[src/rtl/fsm_digit_pkg.sv]
// Digit encoding and decoder state type shared by the matriculation-sequence
// generators, the stream decoder and their benches.
package fsm_digit_pkg;

    localparam logic [2:0] D0 = 3'd0;
    localparam logic [2:0] D2 = 3'd2;
    localparam logic [2:0] D3 = 3'd3;
    localparam logic [2:0] D4 = 3'd4;
    localparam logic [2:0] D5 = 3'd5;

    typedef enum logic [1:0] {
        TRACK,
        HUNT,
        CONFIRM
    } dec_state_t;

endpackage

[src/rtl/fsm_digit_succ.sv]
// Combinational transition table of the generator's state diagram: digit
// legality, legal successor of prev, and the a bit carried by branch transitions.
module fsm_digit_succ
    import fsm_digit_pkg::*;
(
    input  logic [2:0] prev,
    input  logic [2:0] d,
    output logic       legal_digit,
    output logic       legal_succ,
    output logic       info,
    output logic       a_bit
);

    always_comb begin
        legal_digit = (d == D0) || (d == D2) || (d == D3) || (d == D4) || (d == D5);
        legal_succ  = 1'b0;
        info        = 1'b0;
        a_bit       = 1'b0;
        // No digit lists itself as a successor, so a repeat is always illegal.
        case (prev)
            D0: legal_succ = (d == D3);
            D2: legal_succ = (d == D4);
            D5: legal_succ = (d == D2);
            D3: begin
                legal_succ = (d == D2) || (d == D5);
                info       = legal_succ;
                a_bit      = (d == D5);
            end
            D4: begin
                legal_succ = (d == D0) || (d == D3);
                info       = legal_succ;
                a_bit      = (d == D3);
            end
            default: legal_succ = 1'b0;
        endcase
    end

endmodule

[src/rtl/digit_stream_decoder.sv]
// Receive-side checker for the octal digit stream: validates transitions,
// recovers the generator's a bit and tracks lock / error statistics.
module digit_stream_decoder
    import fsm_digit_pkg::*;
#(
    parameter int ERR_W  = 8,
    parameter int BITS_W = 8
) (
    input  logic              clk,
    input  logic              reset,
    input  logic              d_valid,
    input  logic [2:0]        d,
    output logic              a_out,
    output logic              a_valid,
    output logic              err,
    output logic              locked,
    output logic [ERR_W-1:0]  err_count,
    output logic [BITS_W-1:0] bits,
    output logic [3:0]        bit_count
);

    localparam logic [3:0] CNT_MAX = 4'(BITS_W);

    dec_state_t state;
    logic [2:0] prev;
    logic       legal_digit;
    logic       legal_succ;
    logic       info;
    logic       a_bit;
    logic       accept;

    fsm_digit_succ u_succ (
        .prev        (prev),
        .d           (d),
        .legal_digit (legal_digit),
        .legal_succ  (legal_succ),
        .info        (info),
        .a_bit       (a_bit)
    );

    // A legal successor is processed identically whether seen in TRACK or CONFIRM.
    assign accept = d_valid && legal_succ && (state == TRACK || state == CONFIRM);

    always_ff @(posedge clk or negedge reset) begin
        if (!reset) begin
            state     <= TRACK;
            prev      <= D0;
            locked    <= 1'b1;
            a_out     <= 1'b0;
            a_valid   <= 1'b0;
            err       <= 1'b0;
            err_count <= '0;
            bits      <= '0;
            bit_count <= '0;
        end else begin
            a_valid <= 1'b0;
            err     <= 1'b0;

            if (d_valid) begin
                case (state)
                    TRACK: begin
                        if (!legal_succ) begin
                            err       <= 1'b1;
                            state     <= HUNT;
                            locked    <= 1'b0;
                            bit_count <= '0;
                            if (err_count != '1)
                                err_count <= err_count + 1'b1;
                        end
                    end
                    HUNT: begin
                        if (legal_digit) begin
                            prev  <= d;
                            state <= CONFIRM;
                        end
                    end
                    CONFIRM: begin
                        if (legal_succ) begin
                            state  <= TRACK;
                            locked <= 1'b1;
                        end else if (legal_digit) begin
                            prev <= d;
                        end else begin
                            state <= HUNT;
                        end
                    end
                    default: begin
                        state  <= HUNT;
                        locked <= 1'b0;
                    end
                endcase
            end

            if (accept) begin
                prev <= d;
                if (info) begin
                    a_valid <= 1'b1;
                    a_out   <= a_bit;
                    bits    <= {bits[BITS_W-2:0], a_bit};
                    if (bit_count != CNT_MAX)
                        bit_count <= bit_count + 1'b1;
                end
            end
        end
    end

endmodule

[config.mk]
export PLATFORM = sky130hd
export DESIGN_NAME = digit_stream_decoder
export DESIGN_NICKNAME = d
export VERILOG_FILES = /design/src/rtl/fsm_digit_pkg.sv /design/src/rtl/fsm_digit_succ.sv /design/src/rtl/digit_stream_decoder.sv
export SDC_FILE = /design/constraint.sdc
export NUM_CORES = 1
export LEC_CHECK = 0
export BUFFER_PORTS_ARGS = -buffer_cell sky130_fd_sc_hd__buf_2
export CAP_MARGIN = 5
export CELL_PAD_IN_SITES_DETAIL_PLACEMENT = 1
export CELL_PAD_IN_SITES_GLOBAL_PLACEMENT = 1
export CORE_MARGIN = 4
export CORE_UTILIZATION = 46
export DETAILED_ROUTE_END_ITERATION = 10
export MAX_ROUTING_LAYER = met4
export PLACE_DENSITY = 0.85
export SLEW_MARGIN = 20
export SYNTH_ARGS = -nofsm -noshare
export SYNTH_HDL_FRONTEND = slang
export SYNTH_SLANG_ARGS = --single-unit
[constraint.sdc]
create_clock -name clk -period 3.05 [get_ports clk]
set_input_delay 0.4575 -clock clk [delete_from_list [all_inputs] [get_ports clk]]
set_output_delay 0.4575 -clock clk [all_outputs]
set_load 0.03 [all_outputs]
# == Word-level counts from Yosys, hierarchy flattened ==
# Cells that the tools add are included.
# op_classes
n_eq_ne,17
reduce_logical,19
n_addsub,2
mux,27
n_bitwise,2
# op_table
cell,n
4-bit two-way mux,6
"3-bit by 2-bit equality test with 1-bit output, second input constant",4
"3-bit equality test, second input constant",4
3-bit two-way mux,4
4-bit AND reduction,3
"8-bit by 1-bit adder with 8-bit output, second input constant",1
2-bit two-way mux,4
"8-bit != test, second input constant",1
1-bit logical OR,7
1-bit two-way mux,7
3-bit zero test,2
"2-bit != test, second input constant",3
"3-bit != test, second input constant",2
2-bit one-hot mux with 3 select lines,1
3-bit one-hot mux with 2 select lines,1
1-bit one-hot mux with 5 select lines,1
"4-bit by 1-bit adder with 4-bit output, second input constant",1
"4-bit != test, second input constant",1
1-bit one-hot mux with 2 select lines,2
1-bit one-hot mux with 3 select lines,1
3-bit AND reduction,1
3-bit nonzero test,1
"2-bit by 1-bit equality test with 1-bit output, second input constant",1
"2-bit equality test, second input constant",1
5 further kinds,7
# totals
regBits,29
out_inout_bits,24

# == Logic depth before layout (Yosys ltp) ==
# logic_depth
ltp_word,10
mapped_depth,8
ltp_nobuf,6

# == By module ==
# A second synthesis with hierarchy kept.
# unflattened
hier_cells,139
hier_area_um2,1467.7
# by_module_without_submodules
module,cells_each,seq_area_each_um2,area_per_inst_um2,instances
digit_stream_decoder,120,701.9,1325.0,1
fsm_digit_succ,19,0.0,142.6,1

# == Worst setup path before layout ==
# OpenSTA, ideal clock, no wires.
# synth_timing
path_kind,input to register
from,in d[2]
to,reg prev[0]
t_arrival_ns,1.698
setup_slack_ns,1.227
stages,6
setup_time_ns,0.125
required_time_ns,2.925
cell_sequence,buf_2 > nor2b_1 > a32oi_2 > nand3_1 > o211ai_2 > mux2_2
# synth_between
elab_chain_len,10
# synth_rtl
item,line_no,rtl
"start, declared",digit_stream_decoder.sv:12,"input logic [2:0] d,"
3-bit by 2-bit equality test with 1-bit output / 3-bit zero test (equally long branches),n/a,
1-bit logical OR (4 in series),fsm_digit_succ.sv:15,legal_digit = (d == D0) || (d == D2) || (d == D3) || (d == D4) || (d == D5);
3-bit two-way mux (2 in series),n/a,
3-bit one-hot mux with 2 select lines,n/a,
3-bit two-way mux,n/a,
3-bit two-way mux,digit_stream_decoder.sv:94,if (accept) begin
"end signal, assigned",digit_stream_decoder.sv:73,prev <= d;
"end signal, assigned",digit_stream_decoder.sv:82,prev <= d;
"end signal, assigned",digit_stream_decoder.sv:95,prev <= d;
"end, declared",digit_stream_decoder.sv:25,logic [2:0] prev;
# Several ways; a longest one is shown, not always the timed one. The select of a mux whose other input is x is not followed.
# A chain may end at the register's enable or synchronous reset.

# == Final worst setup path ==
# layout_timing
from,reg prev[0]
to,reg bit_count[0]
# layout_between
elab_chain_len,8
# layout_rtl
item,line_no,rtl
"start signal, assigned",digit_stream_decoder.sv:47,prev <= D0;
"start signal, assigned",digit_stream_decoder.sv:73,
"start signal, assigned",digit_stream_decoder.sv:82,
"3-bit equality test, or another cell as far along",fsm_digit_succ.sv:20,case (prev)
1-bit one-hot mux with 5 select lines,fsm_digit_succ.sv:20,
4-bit two-way mux,digit_stream_decoder.sv:62,if (!legal_succ) begin
4-bit two-way mux,digit_stream_decoder.sv:60,case (state)
4-bit two-way mux,digit_stream_decoder.sv:59,if (d_valid) begin
4-bit two-way mux,digit_stream_decoder.sv:100,if (bit_count != CNT_MAX)
4-bit two-way mux,digit_stream_decoder.sv:96,if (info) begin
4-bit two-way mux *,digit_stream_decoder.sv:94,
"end signal, assigned",digit_stream_decoder.sv:101,bit_count <= bit_count + 1'b1;
"end, declared",digit_stream_decoder.sv:19,output logic [3:0] bit_count
# Every way passes the cells marked *; elsewhere a longest branch is shown, timed or not.

==> flow_summary.json <==
{
  "run_status": "completed",
  "die_h_microns": 65.5,
  "rr_startpoint": "prev[0]",
  "core_sq_um": 3100,
  "portBuffers": 29,
  "synth-edff-count": 0,
  "cp_max_fo": 13,
  "fin_ws_ps": 770,
  "die-area_sq_um": 4290,
  "synth_area_sq_um": 1520,
  "finish.utilization_pct": 55.2,
  "post-place-ws_ps": 598,
  "drv_cap": 0,
  "wl_met3_microns": 134,
  "clkSlewWorstSetupHoldPaths_ps": 140,
  "worstReg2RegEnd": "bit_count[0]",
  "hp-class": "input port to async pin",
  "fin_area_sq_um": 1710,
  "cts-resized-gates": 0,
  "ys_async_sr_fraction_pct": 100,
  "endpoint": "bit_count[0]",
  "hold_buffers": 0,
  "cts_tree": "built",
  "syn_inst": 132,
  "synth_cell_types": 46,
  "cts.sink_count": 28,
  "nets": 170,
  "top_layer_used": "met4",
  "num_rows": 20,
  "drive_above_1_share_pct": 37.5,
  "met1_length_mm": 1.33,
  "critical_path_required_ps": 3310,
  "crit_path_end_kind": "flop",
  "gp_congestion": 0.803,
  "wl_met2_mm": 1.76,
  "cts_root_buf": "clkbuf_4",
  "grt_pass1_wl_mm": 5.69,
  "clk_path_buf_depth": 2,
  "grt_pass1_vias": 1176,
  "synthFlopType": "dfrtp_1",
  "final_common_cell": "buf_2",
  "worst_pin_slew_ps": 765,
  "dp_hpwl_mm": 2.43,
  "post-route-min-period_ps": 2280,
  "setup-tns-final_ps": 0,
  "drtAntennaViolNets": 0,
  "stdcell_count": 204,
  "worst_r2r_path_depth": 5,
  "p_per_area_nw_per_um2": 771,
  "rsz0062_at_grt": "false",
  "overflow": 0,
  "slew_headroom_pct": 48.8,
  "initial_utilization_pct": 49.1,
  "dpl.cell_count": 200,
  "holdWs_ps": 114,
  "startpoint_type": "flop",
  "cp.arrival_ps": 2540,
  "ios": 30,
  "routedWlPerCell_microns": 15.9,
  "p_total_mw": 1.32,
  "finalHoldViolations": 0,
  "fmax_mhz": 439,
  "clk-insertion-delay-late_ps": 330,
  "setup_viol": 0,
  "grt_usage_pct": 17.5,
  "postCtsSetupBuffers": 0,
  "num_antenna_cells": 0,
  "yosysSeqAreaShare_pct": 46.1,
  "placed_area_sq_um": 1680,
  "final_cell_mix": "29 x buf_2, 27 x dfrtp_1, 14 x mux2_2",
  "regToRegSetupSlack_ps": 770,
  "fin_crit_sh_pct": 74.8,
  "crit_start": "prev[0]",
  "wirelength_mm": 3.25,
  "fin_worst_skew_ps": 1.91,
  "cts_made_buffers": 3,
  "ir_worst_vdd_mv": 0.460,
  "synth_warnings": 0,
  "syn_nets": 141,
  "criticalPathCategory": "flop to flop",
  "power_leakage_nw": 0.858,
  "first_pass_iters": 2,
  "grt_max_degree": 29,
  "viasPerCell": 5.47,
  "syn_area_per_cell_sq_um": 11.5,
  "drt_iter0_drc": 17,
  "antenna_found_initial": 0,
  "timing.final.max_slew_violations": 0,
  "vias": 1115,
  "die_x_microns": 65.5,
  "drc": 0,
  "ys_ff_latch": 28,
  "area_delta_synth_final_pct": 12.5,
  "h-tree-depth": 1
}
==> metal layers <==
| metal | GRT usage [%] | vias up |
|---|---|---|
| met5 | - | - |
| li1 | - | 524 |
| met4 | 3.89 | 0 |
| met3 | 2.56 | 2 |
| met2 | 31.0 | 23 |
| met1 | 21.1 | 566 |
==> registers in the layout (all words and copies together), names as in the netlist <==
| signal | flops |
|---|---|
| err | 1 |
| state | 2 |
| bit_count | 4 |
| a_valid | 1 |
| locked | 1 |
| prev | 3 |
| err_count | 8 |
| bits | 8 |
==> worst max-delay path: stages, from the launching register on <==
cell,delay [ps]
dfrtp_1,520
nor4b_4,320
nand2_2,130
a31oi_2,670
o21ai_0,330
mux2i_1,240
==> Yosys cell counts (2+ instances only) <==
library cell | instances | area share, %
dfrtp_1 | 27 | 44
mux2_2 | 14 | 10
nand2_1 | 11 | 2.7
a21oi_1 | 6 | 2.0
xor2_1 | 6 | 3.5
inv_1 | 5 | 1.2
nor2_1 | 5 | 1.2
nand3_1 | 4 | 1.3
nor2b_1 | 4 | 1.6
buf_6 | 3 | 2.2
ha_1 | 3 | 2.5
mux2i_1 | 3 | 2.0
nand4_1 | 3 | 1.2
and3_1 | 2 | 0.82
nand2b_1 | 2 | 0.82
nor3_1 | 2 | 0.66
nor3b_1 | 2 | 0.99
o21ai_0 | 2 | 0.66
==> where the power goes <==
part	switching [mW]	internal (mW)	leakage, nW
sequential	0.148	0.464	0.360
clock	0.106	0.0732	0.0210
combinational	0.322	0.207	0.476
total	0.576	0.744	0.858
==> worst min path at each step <==
stage,endpoint,slack [ps],start,depth (start not counted)
3_3_place_gp,err_count[5],470,err_count[5],1
6_report,bits[1],110,reset,1
4_1_cts,a_valid,120,reset,1
5_1_grt,a_valid,120,reset,1
2_1_floorplan,a_valid,160,reset,0
3_5_place_dp,err_count[5],480,err_count[5],1
==> cell families (layout without fill, tap and decap cells) <==
group | Yosys count | count (layout) | synth area share [%]
AOI/OAI and AO/OA | 20 | 20 | 9.94
xor gates and xnor gates | 7 | 7 | 4.03
adders and majority gates | 3 | 3 | 2.47
buffers and inverters | 11 | 39 | 4.52
DFF | 28 | 28 | 46.1
muxes | 17 | 17 | 12.3
and+or+nand+nor | 46 | 46 | 20.6
==> cell type report <==
class / instances / area [sq um]
fill: 372 / 1390
multi-input combinational: 93 / 752
sequential: 28 / 702
timing repair buffer: 29 / 145
tap: 44 / 55.1
clock buffer: 4 / 36.3
inverter: 6 / 22.5
Power figures use the tool's default switching activity.
